**src/rtl/chan_sel_pipe.sv**
```systemverilog
// N-channel registered data selector with valid/ready handshake, fixed or round-robin grant.
// Optional: define SEL_PARITY_EN to add the registered even-parity output dout_par.
module chan_sel_pipe #(
    parameter int  WIDTH    = 8,
    parameter int  CHANNELS = 4,
    localparam int SEL_W    = $clog2(CHANNELS)
) (
    input  logic                      clk,
    input  logic                      rst,
    input  logic [CHANNELS*WIDTH-1:0] din,
    input  logic [CHANNELS-1:0]       din_valid,
    output logic [CHANNELS-1:0]       din_ready,
    input  logic                      mode,
    input  logic [SEL_W-1:0]          sel_in,
    input  logic                      sel_load,
    output logic [WIDTH-1:0]          dout,
    output logic [SEL_W-1:0]          dout_ch,
    output logic                      dout_valid,
`ifdef SEL_PARITY_EN
    output logic                      dout_par,
`endif
    input  logic                      dout_ready
);

    function automatic logic even_parity(input logic [WIDTH-1:0] word);
        return ^word;
    endfunction

    logic [WIDTH-1:0]    dout_q,       dout_d;
    logic [SEL_W-1:0]    dout_ch_q,    dout_ch_d;
    logic                dout_valid_q, dout_valid_d;
    logic [SEL_W-1:0]    sel_q,        sel_d;
    logic [SEL_W-1:0]    rr_ptr_q,     rr_ptr_d;

    logic                load_en_s;
    logic                grant_vld_s;
    logic [SEL_W-1:0]    grant_idx_s;
    logic [CHANNELS-1:0] din_ready_s;
    logic                xfer_s;
    logic [WIDTH-1:0]    grant_data_s;
    int                  cand_s;

    // Grant selection: fixed channel, or first valid channel after rr_ptr with wrap at CHANNELS.
    always_comb begin
        load_en_s   = ~dout_valid_q | dout_ready;
        grant_vld_s = 1'b0;
        grant_idx_s = {SEL_W{1'b0}};
        cand_s      = 0;
        if (mode) begin
            for (int i = CHANNELS; i >= 1; i--) begin
                cand_s = int'(rr_ptr_q) + i;
                cand_s = (cand_s >= CHANNELS) ? (cand_s - CHANNELS) : cand_s;
                // Walking offsets downward lets the nearest valid channel win.
                if (din_valid[cand_s]) begin
                    grant_vld_s = 1'b1;
                    grant_idx_s = SEL_W'(cand_s);
                end else begin
                    grant_vld_s = grant_vld_s;
                end
            end
        end else begin
            grant_vld_s = 1'b1;
            grant_idx_s = sel_q;
        end
    end

    // Ready is one-hot on the granted channel whenever the output register can load.
    always_comb begin
        din_ready_s  = {CHANNELS{1'b0}};
        grant_data_s = din[int'(grant_idx_s)*WIDTH +: WIDTH];
        if (grant_vld_s && load_en_s) begin
            din_ready_s[grant_idx_s] = 1'b1;
        end else begin
            din_ready_s = {CHANNELS{1'b0}};
        end
        xfer_s = grant_vld_s & load_en_s & din_valid[grant_idx_s];
    end

    // Next-state for the output register, round-robin pointer and select register.
    always_comb begin
        dout_d       = dout_q;
        dout_ch_d    = dout_ch_q;
        dout_valid_d = dout_valid_q;
        rr_ptr_d     = rr_ptr_q;
        sel_d        = sel_q;
        if (xfer_s) begin
            dout_d       = grant_data_s;
            dout_ch_d    = grant_idx_s;
            dout_valid_d = 1'b1;
            rr_ptr_d     = mode ? grant_idx_s : rr_ptr_q;
        end else if (load_en_s) begin
            dout_valid_d = 1'b0;
        end else begin
            dout_valid_d = dout_valid_q;
        end
        if (sel_load && (int'(sel_in) < CHANNELS)) begin
            sel_d = sel_in;
        end else begin
            sel_d = sel_q;
        end
    end

    // State registers with synchronous reset; reset drops any held word.
    always_ff @(posedge clk) begin
        if (rst) begin
            dout_q       <= {WIDTH{1'b0}};
            dout_ch_q    <= {SEL_W{1'b0}};
            dout_valid_q <= 1'b0;
            sel_q        <= {SEL_W{1'b0}};
            rr_ptr_q     <= SEL_W'(CHANNELS - 1);
        end else begin
            dout_q       <= dout_d;
            dout_ch_q    <= dout_ch_d;
            dout_valid_q <= dout_valid_d;
            sel_q        <= sel_d;
            rr_ptr_q     <= rr_ptr_d;
        end
    end

`ifdef SEL_PARITY_EN
    logic dout_par_q, dout_par_d;

    // Parity of the accepted word, held alongside dout.
    always_comb begin
        if (xfer_s) begin
            dout_par_d = even_parity(grant_data_s);
        end else begin
            dout_par_d = dout_par_q;
        end
    end

    // Parity register.
    always_ff @(posedge clk) begin
        if (rst) begin
            dout_par_q <= 1'b0;
        end else begin
            dout_par_q <= dout_par_d;
        end
    end

    assign dout_par = dout_par_q;
`endif

    assign din_ready  = din_ready_s;
    assign dout       = dout_q;
    assign dout_ch    = dout_ch_q;
    assign dout_valid = dout_valid_q;

endmodule

```
**config.mk**
```make
export PLATFORM = sky130hd
export DESIGN_NAME = chan_sel_pipe
export DESIGN_NICKNAME = d
export VERILOG_FILES = /design/src/rtl/chan_sel_pipe.sv
export SDC_FILE = /design/constraint.sdc
export NUM_CORES = 1
export LEC_CHECK = 0
export ABC_AREA = 1
export CORE_MARGIN = 2
export CORE_UTILIZATION = 40
export CTS_CLUSTER_DIAMETER = 60
export CTS_CLUSTER_SIZE = 24
export DETAILED_ROUTE_END_ITERATION = 16
export PLACE_DENSITY = 0.8
export SLEW_MARGIN = 15
export SYNTH_ARGS = -nofsm -noshare
export SYNTH_HDL_FRONTEND = slang
export SYNTH_SLANG_ARGS = --single-unit
```
**constraint.sdc**
```tcl
create_clock -name clk -period 2.5 [get_ports clk]
set_input_delay 0.375 -clock clk [delete_from_list [all_inputs] [get_ports clk]]
set_output_delay 0.375 -clock clk [all_outputs]
set_load 0.01 [all_outputs]
```
==> run metrics, run 1 <==
outcome complete, no violations; drc violations 0; most common cell after layout, fill and taps aside nand2_1; Max IR drop VDD between 0.6 and 0.7 mV; mux share of post-synthesis cell area 0%; Post-Synth Simple-Gate Area a little under three fifths; Slew headroom about 71%; TritonCTS Buffers 3; RR Endpoint dout[5]; WP data arrival just under 2 ns; die height a little under 60 um; post-synthesis adder-cell area fraction 0%; # diodes 0; final worst path period need about 2.3 ns; Final ANT Viol Nets 0; CTS tree built; main combinational cell family by area after synthesis simple AND/OR/NAND/NOR gates; Fin. Hold Viols 0; grt ovf 0; Post-Route Skew 0.001402 ns; Setup TNS 0 ns; Worst EP required roughly 2.1 ns; CORE AREA ~0.0028 sq mm; largest net degree at the start of global routing 22; nets@finish about 320; register bit count reported by yosys 15; global-route wire length before repair around 5500 um; fin crit share a little over nine tenths; Hold Crit Depth 4; cells after synthesis 207; Wirelength per Cell 10.87 um; number of vias in the routed layout about 1,500; # setup viols final 0; synthesized cell area about 0.0012 sq mm; Final Wtd Congestion approximately 0.9; Pwr per Cell Area between 800 and 900 mW/mm^2; 1st-pass router iterations 4; hold wc startpoint dout[4]; placed cell count a little over 300; leak pwr roughly 0.95 nW; commonest non-fill, non-tap cells in the layout nand2_1 (69), clkdlybuf4s50_1 (53), nor2_1 (29); Clock Latency Late Sink 0.29 ns; flop2flop setup slack around 0.35 ns; Tot GR Track Use 20.66%; Clock Sinks 15; fillers 262; post-route non-filler standard cell count around 310; GRT met2 Usage roughly 36%; die area around 0.0034 sq mm; Port Buffers 57; Root Buffer clkbuf_4; register area share after synthesis around a quarter; Vias/cell 4.714; top achievable clock speed about 430 MHz; Die X-Extent 58.02 um; Synth cell types 21; Worst-path clk slew 0.09 ns; Syn Nets 250; # rows 19; global route hottest layer met2; crit-path max FO 4; Synth warnings 0; Clock Path Buffers 2; Worst R2R Path Depth 18; initial core utilization 42.33%; DP HPWL between 2000 and 3000 um; met3 Usage GRT between 3 and 4%; complex-gate fraction of the synthesized area under 10%; GR Util met1 between 20% and 30%; H-tree depth 1; share of cells above drive strength 1 roughly 16%; hold endpoint dout[4]; Starting DRT DRC Count between 40 and 50; area delta synth->final 63.02%; worst hold path type register to register; CP startpoint kind input port; final WL ~3400 um; Setup Crit Path Kind input port to primary output; Ports between 50 and 60; vias in the first global route approximately 1,300; # Max-Cap Violations 0; # hold bufs at CTS 0; worst slew pin tran 0.4312 ns; Worst setup EP type primary output; XOR/XNOR Fraction of Synth Area 0%; RR Startpoint rr_ptr_q[0]; antenna violations before repair 0; Mapped Avg Cell Area 5.639 sq um; max-slew violation count 0
-- cell families after synthesis --
| group | Yosys count |
|---|---|
| DFF | 15 |
| AOI/OAI and AO/OA | 7 |
| and+or+nand+nor | 149 |
| buffers and inverters | 36 |
-- repair_timing --
action / 4_1_cts / 5_1_grt
pin swaps: 0 / 0
resized for setup: 4 / 14
endpoints found under the setup margin: 4 / 4
setup buffers: 0 / 0
-- flip-flops by register name, summed over array words and instances, names as in the netlist --
| register | count |
|---|---|
| dout_valid | 1 |
| dout_ch | 2 |
| rr_ptr_q | 2 |
| dout | 8 |
| sel_q | 2 |
-- critical path: stages --
cell	delay [ns]
clkdlybuf4s50_1	0.50
nand2_1	0.06
nand2_1	0.10
nand2_1	0.06
nand2_1	0.08
inv_1	0.08
a31oi_2	0.22
inv_1	0.12
nor3_1	0.19
buf_2	0.17
-- worst max path at each step --
stage	start	slack, ns	end
floorplan	rr_ptr_q[0]	0.43	din_ready[0]
global placement	din_valid[3]	-0.26	din_ready[2]
detailed placement	din_valid[1]	-0.25	din_ready[0]
CTS	din_valid[1]	0.03	din_ready[0]
global route	din_valid[3]	-0.008	din_ready[1]
finish	din_valid[1]	0.16	din_ready[2]
-- where the power goes --
part	internal, mW	total, mW	leakage [nW]	switching, mW
combinational	0.496	1.05	0.813	0.551
sequential	0.318	0.357	0.125	0.0385
clock	0.0596	0.143	0.0177	0.0832
-- area by class of cell --
cell class	count	area [sq um]	area share (%)
multi-input cells	156	718.2	37.74
repair buffers	77	713.2	37.48
clock inverters	1	5.005	0.2630
well taps	31	38.79	2.038
clock buffers	3	22.52	1.183
flip-flops and latches	15	300.3	15.78
inverters	28	105.1	5.523
-- per-layer routing --
metal	vias up	wire length, um
met5	-	0
met4	0	48
met3	7	149
met2	36	1678
met1	629	1505
li1	794	-
-- through the flow --
stage | util [%] | power (mW) | cell area (sq um) | setup slack [ns] | hold slack (ns)
after global placement | 68.10 | 1.395 | 1878 | -0.2600 | 0.4886
after detailed placement | 68.10 | 1.407 | 1878 | -0.2482 | 0.4984
after floorplan | - | 0.9927 | 1167 | 0.4271 | 0.4441
final | 69.01 | 1.546 | 1903 | 0.1568 | 0.5120
after CTS | 68.92 | 1.544 | 1901 | 0.03327 | 0.5144
after global routing | 69.01 | 1.698 | 1903 | -0.007762 | 0.5483
-- cells in the mapped netlist --
cell      count  share of area (%)
a21oi_1       2               0.86
a31oi_1       1               0.54
buf_2         1               0.43
buf_4         2                1.3
buf_6         3                2.9
clkbuf_1      2               0.64
dfxtp_1      15                 26
inv_1        27                8.7
inv_2         1               0.32
nand2_1      69                 22
nand2_2       7                3.8
nand3_1      24                 10
nand3_2       1               0.86
nand3b_1      1               0.64
nand4_1      10                5.4
nor2_1       30                9.6
nor2_4        2                1.9
nor3_1        4                1.7
o21ai_0       3                1.3
o21ai_1       1               0.43
or2_2         1               0.54
No activity file was read; power rests on OpenSTA's default activity.
==> inputs of run 2 (changes only) <==
Settings changed: CORE_UTILIZATION 40 to 43, CTS_BUF_LIST set to sky130_fd_sc_hd__clkbuf_16, PLACE_DENSITY 0.8 to 0.85.
Clock period 2.5 ns to 3.04 ns, I/O delays scaled along.
==> run metrics, run 2 (synthesis gave the netlist of run 1 again) <==
outcome complete, no violations; Clock Sinks 15; # diodes 0; Tot GR Track Use between 20% and 30%; die height 56.11 um; Final ANT Viol Nets 0; Starting DRT DRC Count slightly above 80; fillers about 210; Ports between 50 and 60; Max IR drop VDD between 0.6 and 0.7 mV; Worst-path clk slew ~0.050 ns; Hold WS 0.5045 ns; final WL 3478 um; die area approximately 0.0031 sq mm; TritonCTS Buffers 3; WP data arrival approximately 2.4 ns; Critical-path top delay cell clkdlybuf4s50_1; Pwr per Cell Area about 730 mW/mm^2; Worst EP required 2.58 ns; # Max-Cap Violations 0; crit-path max FO 7; Vias/cell 4.858; drc violations 0; initial core utilization 46.28%; cell chain of the critical path clkdlybuf4s50_1, inv_1, o21ai_1, nand2_1, nand2_1, nand2_1, nand2_1, nand2_2, nand2_2, inv_2, nor3_1, clkdlybuf4s50_1; nets@finish 310; number of vias in the routed layout roughly 1,400; Critical Path Start din_valid[3]; final worst path period need ~2.9 ns; global-route wire length before repair approximately 5700 um; Post-CTS Setup Inserts 0; setup ws final between 0.1 and 0.15 ns; CP startpoint kind input port; top achievable clock speed approximately 340 MHz; antenna violations before repair 0; number of flip-flops in the largest register 8; worst hold path type register to register; Die X-Extent 56.11 um; Wirelength per Cell 11.75 um; placed cell count 292; Worst setup EP type primary output; Final Wtd Congestion 0.8374; largest net degree at the start of global routing 22; 1st-pass router iterations 4; Fin. Hold Viols 0; Root Buffer clkbuf_16; hold wc startpoint sel_q[0]; CTS tree built; Port Buffers 57; fin crit share 95.42%; RR Startpoint rr_ptr_q[0]; grt ovf 0; Clock Latency Late Sink between 0.2 and 0.3 ns; area delta synth->final 58.31%; max-slew violation count 0; # rows 18; final instance area 0.001848 sq mm; max incr delay on CP approximately 0.58 ns; commonest non-fill, non-tap cells in the layout nand2_1 (69), clkdlybuf4s50_1 (54), nor2_1 (30); Setup Crit Path Kind input port to primary output; most common cell after layout, fill and taps aside nand2_1; DP Worst Slack approximately 0.12 ns; Setup TNS 0 ns; CORE AREA between 0.002 and 0.003 sq mm; share of cells above drive strength 1 8.647%; leak pwr 0.9417 nW; vias in the first global route 1,315; Post-Route Skew between 0.0015 and 0.002 ns; placed cell areas 0.001759 sq mm; post-route non-filler standard cell count slightly below 300; DP HPWL around 2700 um; most used cell, CP nand2_1; # setup viols final 0; H-tree depth 1; Slew headroom 70.97%; RSZ-0062 raised after global routing false; worst slew pin tran around 0.43 ns; Clock Path Buffers 2
[run 2: per-stage QoR]
step	power, mW	util [%]
floorplan	0.8163	-
global placement	1.082	69.74
detailed placement	1.089	69.74
CTS	1.360	72.92
global route	1.476	73.26
finish	1.353	73.26
[run 2: timing repair]
action	in CTS	in global routing
hold buffers	0	0
setup endpoints to repair	0	4
hold endpoints to repair	0	0
gates resized for setup	0	4
[run 2: worst max-delay path: cells and delay by family]
family,cells,cell delay [ns]
compound gates,1,0.17
buf+inv,4,1.16
simple gates,7,0.64
[run 2: cell type report]
cell class,count,area [sq um],share of cell area [%]
Multi-Input combinational cell,156,700.7,37.91
Timing Repair Buffer,63,623.1,33.72
Sequential cell,15,301.5,16.32
Inverter,28,105.1,5.687
Clock buffer,3,75.07,4.062
Tap cell,30,37.54,2.031
Clock inverter,1,5.005,0.2708
[run 2: routing by layer]
| layer | GRT usage (%) | vias to the layer above | part of all wire (%) |
|---|---|---|---|
| met5 | 0 | - | 0 |
| met4 | 5.442 | 0 | 1.5 |
| met3 | 5.349 | 5 | 5.1 |
| met2 | 40.17 | 40 | 51 |
| met1 | 26.76 | 627 | 42 |
| li1 | - | 766 | - |
[run 2: worst paths after layout]
path                        to  slack (ns)  depth (start not counted)
setup / recovery  din_ready[3]        0.14                         12
hold / removal        sel_q[0]        0.50                          2
hold reg to reg       sel_q[0]        0.50                          2
setup reg to reg       dout[5]        0.60                         18
[run 2: power breakdown]
group | internal [mW] | switching (mW) | total [mW]
clock | 0.176 | 0.0829 | 0.259
combinational | 0.355 | 0.438 | 0.793
sequential | 0.263 | 0.0383 | 0.302
==> inputs of run 3 (changes only) <==
Settings changed: CORE_UTILIZATION 43 to 30, PLACE_DENSITY 0.85 to unset.
==> run metrics, run 3 (synthesis gave the netlist of run 1 again) <==
outcome complete, no violations; Tot GR Track Use ~17%; grt ovf 0; Layout Utilization 51.15%; # diodes 0; Port Buffers 57; Setup TNS 0 ns; # Max-Cap Violations 0; antenna violations before repair 0; TritonCTS Buffers 3; final worst path period need about 2.6 ns; # rows 22; Post-CTS Setup Inserts 0; Setup Crit Path Kind input port to primary output; cts repair resizes 0; # hold bufs at CTS 0; leak pwr 0.9679 nW; Fin. Hold Viols 0; Worst EP required 2.58 ns; H-tree depth 1; Vias/cell 4.449; die area about 0.0044 sq mm; CP startpoint kind input port; crit-path max FO 4; final WL about 3500 um; vias in the first global route ~1,300; area delta synth->final 61.63%; Wirelength per Cell between 10 and 15 um; Ports 58; # setup viols final 0; RR Startpoint rr_ptr_q[1]; fin crit share ~85%; hold wc startpoint dout[6]; Clock Latency Late Sink around 0.25 ns; Worst R2R Path Depth 17; global-route wire length before repair a little under 6000 um; Final Wtd Congestion around 0.81; Hold WS between 0.5 and 0.6 ns; Clock Sinks 15; drc violations 0; share of cells above drive strength 1 under 10%; Worst setup EP type primary output; Starting DRT DRC Count 81; Die X-Extent 66.38 um; top achievable clock speed ~390 MHz; DP HPWL about 2700 um; commonest non-fill, non-tap cells in the layout nand2_1 (69), clkdlybuf4s50_1 (53), nor2_1 (30); RR Endpoint dout[5]; max-slew violation count 0; CTS tree built; Slew headroom a little over two thirds; RSZ-0062 raised after global routing false; number of flip-flops in the largest register 8; CORE AREA 0.003689 sq mm; Clock Path Buffers 2; flop2flop setup slack 0.73 ns; Post-Route Skew between 0.005 and 0.006 ns; most common cell after layout, fill and taps aside nand2_1; worst slew pin tran approximately 0.45 ns; Root Buffer clkbuf_16; worst hold path type register to register; Final ANT Viol Nets 0; hold endpoint dout[6]; largest net degree at the start of global routing 22; nets@finish 312; initial core utilization a little under a third; Pwr per Cell Area around 710 mW/mm^2; number of vias in the routed layout roughly 1,400; Max IR drop VDD 0.3429 mV; 1st-pass router iterations 4; WP data arrival 2.12 ns; die height about 66 um; Worst-path clk slew about 0.050 ns; Hold Crit Depth 4
-- run 3: metal layers --
metal  global-route usage (%)  wire (um)  up-vias
met3                    3.748        201        0
li1                         -          -      768
met1                    21.69       1580      599
met2                    29.75       1682       39
met5                        0          0        -
met4                    3.571          0        0
-- run 3: area by class of cell --
| type | instances | area, sq um |
|---|---|---|
| clock buffer | 3 | 75.07 |
| clock inverter | 1 | 5.005 |
| fill | 417 | 1802 |
| inverter | 28 | 105.1 |
| multi-input combinational | 156 | 700.7 |
| sequential | 15 | 300.3 |
| tap | 48 | 60.06 |
| timing repair buffer | 65 | 640.6 |
-- run 3: per-stage QoR --
stage	setup slack [ns]	total power, mW	instances	area [sq um]
global route	0.1740	1.484	316	1887
global placement	0.06647	1.101	312	1797
finish	0.4663	1.347	316	1887
detailed placement	0.07377	1.099	312	1797
CTS	0.05551	1.363	316	1877
floorplan	0.8272	0.8163	207	1167
-- run 3: worst max-delay path: stages --
cell	delay, ns
clkdlybuf4s50_1	0.45
inv_1	0.06
o21ai_1	0.17
nand2_1	0.07
nand2_1	0.07
inv_1	0.06
a31oi_1	0.24
inv_1	0.12
nor3_1	0.20
dlymetal6s2s_1	0.21
-- run 3: how the worst max path moves through the flow --
stage                 start           end  slack [ns]  depth (start not counted)
2_1_floorplan  din_valid[3]  din_ready[0]        0.83                         13
6_report       din_valid[3]  din_ready[3]        0.47                         10
3_3_place_gp   din_valid[3]  din_ready[3]        0.07                         10
3_5_place_dp   din_valid[3]  din_ready[3]        0.07                         10
4_1_cts        din_valid[3]  din_ready[3]        0.06                         10
5_1_grt        din_valid[2]       dout[2]        0.17                         20
-- run 3: where the power goes --
part	total, mW	leakage [nW]	internal [mW]	switching, mW
registers	0.294	0.125	0.263	0.0314
logic	0.798	0.802	0.359	0.439
clock network	0.255	0.0409	0.175	0.0792
